[config.mk]
export PLATFORM = sky130hd
export DESIGN_NAME = wts_noise_scheduler
export DESIGN_NICKNAME = d
export VERILOG_FILES = /design/src/rtl/wts_noise_pkg.sv /design/src/rtl/wts_noise_step.sv /design/src/rtl/wts_noise_scheduler.sv
export SDC_FILE = /design/constraint.sdc
export NUM_CORES = 1
export LEC_CHECK = 0
export ABC_CLOCK_PERIOD_IN_PS = 5500
export CAP_MARGIN = 0
export CORE_ASPECT_RATIO = 2
export CORE_MARGIN = 2
export CORE_UTILIZATION = 36
export DETAILED_ROUTE_END_ITERATION = 10
export DONT_BUFFER_PORTS = 1
export PLACE_DENSITY = 0.48
export SETUP_SLACK_MARGIN = 0.4
export SLEW_MARGIN = 20
export SYNTH_ARGS = -nofsm -noshare
export SYNTH_HDL_FRONTEND = slang
export SYNTH_HIERARCHICAL = 1
export SYNTH_SLANG_ARGS = --single-unit
[constraint.sdc]
create_clock -name clk -period 5.5 [get_ports clk]
set_input_delay 0.55 -clock clk [delete_from_list [all_inputs] [get_ports clk]]
set_output_delay 0.55 -clock clk [all_outputs]
set_load 0.01 [all_outputs]
[src/rtl/wts_noise_pkg.sv]
// Shared constants and LFSR next-state helper for the wave-table noise engine.
package wts_noise_pkg;

  localparam int FR_W   = 5;
  localparam int LFSR_W = 18;
  localparam int TAP_HI = 17;
  localparam int TAP_LO = 14;

  localparam logic [LFSR_W-1:0] LFSR_SEED = '1;

  // One shift of the Fibonacci LFSR. An all-zero register would stay stuck,
  // so it injects a 1 instead of the XOR feedback.
  function automatic logic [LFSR_W-1:0] lfsr_next(input logic [LFSR_W-1:0] state);
    logic fb;
    if (state == '0) begin
      fb = 1'b1;
    end else begin
      fb = state[TAP_HI] ^ state[TAP_LO];
    end
    return {state[LFSR_W-2:0], fb};
  endfunction

endpackage

[src/rtl/wts_noise_step.sv]
// Combinational next-state for one noise channel: divider down-count with
// reload from fr-1, LFSR shift on terminal count.
module wts_noise_step
  import wts_noise_pkg::*;
(
  input  logic [FR_W-1:0]   cnt,
  input  logic [FR_W-1:0]   fr,
  input  logic [LFSR_W-1:0] lfsr,
  output logic [FR_W-1:0]   cnt_next,
  output logic [LFSR_W-1:0] lfsr_next,
  output logic              tick
);

  assign tick      = (cnt == '0);
  assign cnt_next  = tick ? fr - FR_W'(1) : cnt - FR_W'(1);
  assign lfsr_next = tick ? wts_noise_pkg::lfsr_next(lfsr) : lfsr;

endmodule

[src/rtl/wts_noise_scheduler.sv]
// Time-multiplexed noise engine: one shared step datapath serves one channel
// per active pulse in round-robin order. CPU writes wait in a single pending
// buffer and commit only in the target channel's own slot.
module wts_noise_scheduler
  import wts_noise_pkg::*;
#(
  parameter int CH_NUM = 5,
  parameter int SLOT_W = 3
) (
  input  logic              nreset,
  input  logic              clk,
  input  logic              active,
  input  logic [CH_NUM-1:0] enable,
  input  logic              wr_valid,
  output logic              wr_ready,
  input  logic [SLOT_W-1:0] wr_ch,
  input  logic [FR_W-1:0]   wr_fr,
  input  logic              wr_restart,
  output logic              wr_done,
  output logic [SLOT_W-1:0] slot,
  output logic [CH_NUM-1:0] noise
);

  logic [SLOT_W-1:0]             slot_q;
  logic [CH_NUM-1:0][FR_W-1:0]   cnt_q;
  logic [CH_NUM-1:0][FR_W-1:0]   fr_q;
  logic [CH_NUM-1:0][LFSR_W-1:0] lfsr_q;

  logic              pend_valid;
  logic [SLOT_W-1:0] pend_ch;
  logic [FR_W-1:0]   pend_fr;
  logic              pend_restart;
  logic              done_q;

  logic [FR_W-1:0]   cnt_sel;
  logic [FR_W-1:0]   fr_cur;
  logic [FR_W-1:0]   fr_sel;
  logic [LFSR_W-1:0] lfsr_sel;
  logic [FR_W-1:0]   cnt_nx;
  logic [LFSR_W-1:0] lfsr_nx;
  logic              tick;
  logic              commit_hit;
  logic              commit_drop;

  assign slot     = slot_q;
  assign wr_ready = ~pend_valid;
  assign wr_done  = done_q;

  // An out-of-range channel never matches a slot, so it is retired on any pulse.
  assign commit_hit  = active && pend_valid && (pend_ch == slot_q);
  assign commit_drop = active && pend_valid && (pend_ch > SLOT_W'(CH_NUM - 1));

  // Select the serviced channel's state into the shared step datapath.
  always_comb begin
    cnt_sel  = '0;
    fr_cur   = '0;
    lfsr_sel = '0;
    for (int i = 0; i < CH_NUM; i++) begin
      if (slot_q == SLOT_W'(i)) begin
        cnt_sel  = cnt_q[i];
        fr_cur   = fr_q[i];
        lfsr_sel = lfsr_q[i];
      end
    end
  end

  // A committing write's frequency is used by a reload in that same step.
  assign fr_sel = commit_hit ? pend_fr : fr_cur;

  wts_noise_step u_step (
    .cnt       (cnt_sel),
    .fr        (fr_sel),
    .lfsr      (lfsr_sel),
    .cnt_next  (cnt_nx),
    .lfsr_next (lfsr_nx),
    .tick      (tick)
  );

  // Single-entry pending buffer: accept when empty, retire on commit or drop.
  always_ff @(posedge clk or negedge nreset) begin
    if (!nreset) begin
      pend_valid   <= 1'b0;
      pend_ch      <= '0;
      pend_fr      <= '0;
      pend_restart <= 1'b0;
      done_q       <= 1'b0;
    end else begin
      done_q <= 1'b0;
      if (wr_valid && !pend_valid) begin
        pend_valid   <= 1'b1;
        pend_ch      <= wr_ch;
        pend_fr      <= wr_fr;
        pend_restart <= wr_restart;
      end else if (commit_hit || commit_drop) begin
        pend_valid <= 1'b0;
        done_q     <= 1'b1;
      end
    end
  end

  // Round-robin slot pointer, advanced by each active pulse.
  always_ff @(posedge clk or negedge nreset) begin
    if (!nreset) begin
      slot_q <= '0;
    end else if (active) begin
      slot_q <= (slot_q == SLOT_W'(CH_NUM - 1)) ? '0 : slot_q + SLOT_W'(1);
    end
  end

  // Write back the step result (or a restart) into the serviced channel only.
  always_ff @(posedge clk or negedge nreset) begin
    if (!nreset) begin
      for (int i = 0; i < CH_NUM; i++) begin
        cnt_q[i]  <= '0;
        fr_q[i]   <= '0;
        lfsr_q[i] <= LFSR_SEED;
      end
    end else if (active) begin
      for (int i = 0; i < CH_NUM; i++) begin
        if (slot_q == SLOT_W'(i)) begin
          if (commit_hit) begin
            fr_q[i] <= pend_fr;
          end
          if (commit_hit && pend_restart) begin
            cnt_q[i]  <= '0;
            lfsr_q[i] <= LFSR_SEED;
          end else begin
            cnt_q[i] <= cnt_nx;
            if (tick) begin
              lfsr_q[i] <= lfsr_nx;
            end
          end
        end
      end
    end
  end

  // Disabled channels output a steady 1.
  always_comb begin
    noise = '0;
    for (int i = 0; i < CH_NUM; i++) begin
      noise[i] = ~enable[i] | lfsr_q[i][LFSR_W-1];
    end
  end

endmodule

==> results of run 1 <==
==> layer usage <==
layer | vias up | routed length, um | GRT usage, % | part of all wire (%)
li1 | 2910 | - | - | -
met1 | 3103 | 8690 | 23.2 | 34
met2 | 195 | 13500 | 38.6 | 54
met3 | 84 | 817 | 4.06 | 3.2
met4 | 0 | 2180 | 17.3 | 8.6
met5 | - | 0 | 0 | 0
==> where the power goes <==
part / leakage [nW] / switching, mW / internal (mW)
Combinational: 1.97 / 1.99 / 1.06
Sequential: 1.75 / 0.348 / 1.84
Clock: 0.311 / 0.502 / 0.774
Total: 4.03 / 2.84 / 3.68
==> worst register-to-register path, delay by kind of cell, from the launching register on <==
kind            cells  cell delay, ps
buf+inv             1             150
fa+ha+maj           2             610
simple gates        4            1640
compound gates      8            1710
flops               1             470
==> flip-flops by register name, indices dropped and copies added, names as in the netlist <==
name          flops
pend_restart      1
cnt_q            25
wr_done           1
pend_valid        1
pend_fr           5
fr_q             25
slot              3
lfsr_q           90
pend_ch           3
==> final cells by class <==
| class | count | area (sq um) | area share (%) |
|---|---|---|---|
| Clock buffer | 18 | 439 | 4.99 |
| Clock inverter | 14 | 191 | 2.17 |
| Inverter | 12 | 45.0 | 0.511 |
| Multi-Input combinational cell | 642 | 3730 | 42.4 |
| Sequential cell | 154 | 3970 | 45.0 |
| Tap cell | 276 | 345 | 3.92 |
| Timing Repair Buffer | 9 | 87.6 | 0.994 |
==> per-stage QoR <==
stage	instances	util [%]
3_5_place_dp	1092	36.9
5_1_grt	1125	39.9
6_report	1125	39.9
2_1_floorplan	871	-
4_1_cts	1125	39.9
3_3_place_gp	1092	36.9
==> kinds of logic (layout without fill, tap and decap cells) <==
| group | after synthesis | after routing | synth area share [%] |
|---|---|---|---|
| adders and majority gates | 6 | 6 | 0.926 |
| AOI/OAI and AO/OA | 141 | 141 | 10.5 |
| buffers and inverters | 75 | 53 | 5.25 |
| xor gates and xnor gates | 5 | 5 | 0.540 |
| DFF | 154 | 154 | 48.9 |
| muxes | 50 | 50 | 7.41 |
| and+or+nand+nor | 440 | 440 | 26.4 |
==> final timing paths <==
kind                                  from         end  depth (start not counted)
max in group asynchronous           nreset   cnt_q[20]                          1
worst max register to register     slot[0]   cnt_q[14]                         15
min in group clk                    active     slot[2]                          1
worst min register to register  lfsr_q[18]  lfsr_q[18]                          2
worst max-delay path               slot[0]   cnt_q[14]                         15
worst min-delay path                nreset  pend_fr[4]                          1
==> placed cells by master, fill, tap and decap left out, types with 2 or more instances in the layout <==
master / Yosys / layout
nand2_1: 231 / 231
dfstp_2: 90 / 90
dfrtp_1: 64 / 64
a21oi_1: 58 / 58
nand3_1: 58 / 58
nor2_1: 55 / 55
o21ai_0: 41 / 41
nand3_2: 40 / 40
mux2_2: 40 / 40
a221oi_1: 28 / 28
or3_1: 27 / 27
clkbuf_16: 0 / 17
inv_1: 12 / 12
mux2_4: 10 / 10
buf_4: 0 / 8
nand2b_1: 6 / 6
o31ai_1: 6 / 6
ha_1: 6 / 5
nor4_1: 5 / 5
xor2_1: 4 / 4
and3_1: 4 / 4
clkinv_2: 0 / 4
bufinv_16: 0 / 4
inv_6: 0 / 4
nor2b_2: 0 / 2
and2_1: 2 / 2
nor4_2: 2 / 2
==> flow_summary.json, run 1 <==
{
  "status": "finished, final reports clean",
  "postSynthCellCount": 871,
  "grt_overflow_total": 0,
  "fin_ws_ps": 820,
  "finalCritPeriodShare_pct": 85.1,
  "synthTopCellsByArea": "dfstp_2 29%, dfrtp_1 20%, nand2_1 11%",
  "fmaxAchievable_ghz": 0.214,
  "first_global_vias": 6609,
  "yosys_warnings": 6,
  "finClkSkew_ps": 5.92,
  "critPathCaptureType": "flip-flop",
  "whs_ps": 97.8,
  "leakage_nw": 4.03,
  "synth_top_area_share_pct": 29.2,
  "routedWlPerCell_um": 22.4,
  "cts_root_buf": "clkbuf_16",
  "htree_levels": 4,
  "io_buffers": 0,
  "io_pins": 28,
  "cp_cell_sequence": "inv_1 > ha_1 > nor3b_2 > a221oi_1 > or3_1 > a21oi_1 > nor4_2 > and2b_4 > a21oi_1 > ha_1 > o311a_1 > a211oi_1 > a31oi_1 > o21ai_0 > o21ai_0",
  "cts_buffer_depth": 2,
  "slew_headroom_pct": 31.2,
  "worstPathArrival_ps": 5030,
  "drt-total-wl_um": 25200,
  "postCtsSetupRepairBufs": 0,
  "drc": 0,
  "grt_max_degree": 155,
  "reg2reg_setup_slack_ps": 820,
  "yosysMostFrequentCell": "nand2_1",
  "cts_hold_buf": 1,
  "finalMaxSlewViolations": 0,
  "synthToLayoutAreaGrowth_pct": 8.71,
  "max_stage_delay_ps": 770,
  "cts.clk_slew.worst_paths_ps": 60,
  "fillers": 2161,
  "die_height_um": 216,
  "grt_util_all_layers_pct": 22.4,
  "row_count": 77,
  "worstSetupStartpointType": "flip-flop",
  "ys_types": 42,
  "globalplace.congestion": 0.898,
  "crit_required_ps": 5850,
  "antenna_cells": 0,
  "ir_drop_v": 0.000378,
  "fin_nets": 860,
  "critPathTopFamily": "compound AO/OA/AOI/OAI gates",
  "synth_edf_count": 0,
  "power.total_mw": 6.52,
  "postCtsResizedCells": 0,
  "worstSetupPathType": "flip-flop to flip-flop",
  "cp_slowest_cell": "nor3b_2",
  "dpl_cell_area_sq_um": 8140,
  "numClockSinks": 154,
  "dieWidth_um": 110,
  "path_buf_inv": 1,
  "hold_violations": 0,
  "dieArea_sq_um": 23800,
  "hpwl_um": 17100,
  "rsz0062_at_grt": "no",
  "viasPerCell": 5.59,
  "cap_violations": 0,
  "min_path_type": "input pin to async pin",
  "crit_fanout": 31,
  "core_area_sq_um": 22100,
  "ys_seq_area_share_pct": 48.9,
  "clk_latency_ps": 440,
  "ys_seq_elements": 154,
  "cts_tree": "done",
  "synth_nets": 895,
  "num_vias": 6292,
  "antenna_found_initial": 0,
  "initial_utilization_pct": 36.7,
  "antenna_left": 0,
  "syn_avg_cell_area_sq_um": 9.30,
  "numCtsBuffers": 17,
  "pre_cts_slack_ps": 866,
  "synthArstFlopShare_pct": 100,
  "synth_area_sq_um": 8100,
  "drtPass1Iterations": 5,
  "drt_iter0_drc": 362,
  "worstMarginPinSlew_ps": 1030,
  "setup_tns_ps": 0,
  "p_per_area_nw_per_um2": 740,
  "setup_viol_count_final": 0,
  "final_area_sq_um": 8810,
  "grt_pass1_wl_um": 38800,
  "synth_common_cells": "231 x nand2_1, 90 x dfstp_2, 64 x dfrtp_1",
  "period_minus_slack_ps": 4680,
  "ys.flop_type": "dfstp_2",
  "drive_gt1_share_pct": 27.3,
  "synth_top_area_cell": "dfstp_2"
}
(Power assumes the default switching activity.)
==> inputs of run 2 (changes only) <==
--- a/config.mk
+++ b/config.mk
@@ -9,10 +9,10 @@
 export CAP_MARGIN = 0
 export CORE_ASPECT_RATIO = 2
 export CORE_MARGIN = 2
-export CORE_UTILIZATION = 36
+export CORE_UTILIZATION = 64
 export DETAILED_ROUTE_END_ITERATION = 10
 export DONT_BUFFER_PORTS = 1
-export PLACE_DENSITY = 0.48
+export PLACE_DENSITY = 0.78
 export SETUP_SLACK_MARGIN = 0.4
 export SLEW_MARGIN = 20
 export SYNTH_ARGS = -nofsm -noshare
==> run 2 against run 1 <==
Effect of this change:
- first-iteration DRC count increased by 100%
- final cell count decreased by 11%
- critical endpoint is now cnt_q[4]
- largest cell class unchanged
- combinational power about the same
- critical path type unchanged
- count of clock-buffer cells in the layout unchanged
- non-clock buffer count decreased by 1
- sequential share of layout area increased by 0.96 points
- highest routed layer unchanged
- global-route usage increased by 13 points
- sequential power increased by 2%
- setup slack improved by 13 ps
==> flow_summary.json, run 2 (synthesis gave the netlist of run 1 again) <==
{
  "grt_pass1_wl_um": 36900,
  "io_buffers": 0,
  "setup_tns_ps": 0,
  "die_height_um": 163,
  "drtPass1Iterations": 7,
  "crit_fanout": 31,
  "period_minus_slack_ps": 4670,
  "io_pins": 28,
  "clk_latency_ps": 430,
  "antenna_left": 0,
  "ir_drop_v": 0.000585,
  "drt-total-wl_um": 23300,
  "routedWlPerCell_um": 23.4,
  "final_area_sq_um": 8630,
  "reg2reg_setup_slack_ps": 830,
  "layout_commonest_cell": "nand2_1",
  "setup_viol_count_final": 0,
  "finClkSkew_ps": 8.68,
  "crit_required_ps": 5820,
  "dieWidth_um": 83.6,
  "drive_gt1_share_pct": 27.1,
  "fin_nets": 859,
  "synthToLayoutAreaGrowth_pct": 6.44,
  "numClockSinks": 154,
  "postCtsResizedCells": 0,
  "min_path_type": "input pin to async pin",
  "cts.clk_slew.worst_paths_ps": 70,
  "core_area_sq_um": 12500,
  "initial_utilization_pct": 64.9,
  "hpwl_um": 15500,
  "cts_root_buf": "clkbuf_16",
  "numCtsBuffers": 17,
  "reg.largest.list": "lfsr_q x90, cnt_q x25, fr_q x25",
  "leakage_nw": 4.03,
  "drc": 0,
  "worstSetupStartpointType": "flip-flop",
  "first_global_vias": 6865,
  "viasPerCell": 6.73,
  "drt_iter0_drc": 724,
  "cp_cell_sequence": "inv_1 > ha_1 > nor3b_2 > buf_4 > a221oi_1 > or3_1 > a21oi_1 > nor4_2 > and2b_4 > a21oi_1 > ha_1 > o311a_1 > a211oi_1 > a31oi_1 > o21ai_0 > o21ai_0",
  "cts_buffer_depth": 2,
  "worstPathArrival_ps": 4990,
  "htree_levels": 4,
  "top_register": "lfsr_q",
  "grt_overflow_total": 0,
  "antenna_cells": 0,
  "hold_violations": 0,
  "worstSetupPathType": "flip-flop to flip-flop",
  "grt_util_all_layers_pct": 35.9,
  "finalCritPeriodShare_pct": 84.9,
  "critPathCaptureType": "flip-flop",
  "postCtsSetupRepairBufs": 0,
  "dpl_cell_area_sq_um": 7970,
  "row_count": 58,
  "largest_reg_flops": 90,
  "max_stage_delay_ps": 610,
  "finalMaxSlewViolations": 0,
  "cts_tree": "done",
  "num_vias": 6721,
  "fillers": 928,
  "grt_max_degree": 155,
  "fmaxAchievable_ghz": 0.214,
  "slew_headroom_pct": 31.5,
  "dieArea_sq_um": 13600,
  "status": "finished, final reports clean",
  "cp_slowest_cell": "nor3b_2",
  "p_per_area_nw_per_um2": 759,
  "globalplace.congestion": 1.01,
  "worstMarginPinSlew_ps": 1030,
  "path_buf_inv": 2,
  "rsz0062_at_grt": "no",
  "final_cell_mix": "231 x nand2_1, 90 x dfstp_2, 64 x dfrtp_1",
  "critPathTopFamily": "compound AO/OA/AOI/OAI gates",
  "power.total_mw": 6.55,
  "antenna_found_initial": 0,
  "cap_violations": 0
}
-- run 2: cell type report --
cell class / count / area (sq um) / area share (%)
Clock inverter: 14 / 185 / 2.15
Timing Repair Buffer: 8 / 80.1 / 0.928
Tap cell: 150 / 188 / 2.18
Clock buffer: 18 / 439 / 5.09
Inverter: 12 / 45.0 / 0.522
Sequential cell: 154 / 3970 / 46.0
Multi-Input combinational cell: 642 / 3720 / 43.2
-- run 2: worst paths after layout --
| check | endpoint | cells past startpoint | start |
|---|---|---|---|
| setup reg to reg | cnt_q[4] | 16 | slot[0] |
| hold / removal | pend_fr[3] | 1 | nreset |
| hold reg to reg | lfsr_q[56] | 2 | lfsr_q[56] |
| min in group clk | slot[2] | 1 | active |
| max in group asynchronous | cnt_q[9] | 1 | nreset |
| setup / recovery | cnt_q[4] | 16 | slot[0] |
-- run 2: metrics by stage --
step / hold WS, ps / utilization [%] / instances / setup slack [ps]
2_1_floorplan: 254 / - / 871 / 1640
3_3_place_gp: 263 / 63.9 / 965 / 1310
3_5_place_dp: 264 / 63.9 / 965 / 1090
4_1_cts: 166 / 69.1 / 998 / 965
5_1_grt: 197 / 69.1 / 998 / 422
6_report: 157 / 69.1 / 998 / 833
-- run 2: timing repair --
item	CTS	global route
endpoints found under the setup margin	0	0
hold buffers	1	0
endpoints found under the hold margin	154	0
-- run 2: layer usage --
metal  GRT usage [%]  wire [um]
met5               0          0
met3            6.97       1430
met4            32.5       2480
met2            60.1      11800
met1            37.5       7600
-- run 2: report_power, final --
| group | internal (mW) | leakage [nW] | switching, mW |
|---|---|---|---|
| Sequential | 1.84 | 1.75 | 0.392 |
| Combinational | 1.06 | 1.96 | 2.01 |
| Clock | 0.740 | 0.307 | 0.504 |
-- run 2: worst reg2reg max path, cell delays in order (launching register included) --
cell and delay, ps:
dfrtp_1 470, inv_1 150, ha_1 360, nor3b_2 610, buf_4 320, a221oi_1 110, or3_1 390, a21oi_1 330
nor4_2 110, and2b_4 330, a21oi_1 200, ha_1 230, o311a_1 200, a211oi_1 50, a31oi_1 210, o21ai_0 220
o21ai_0 260
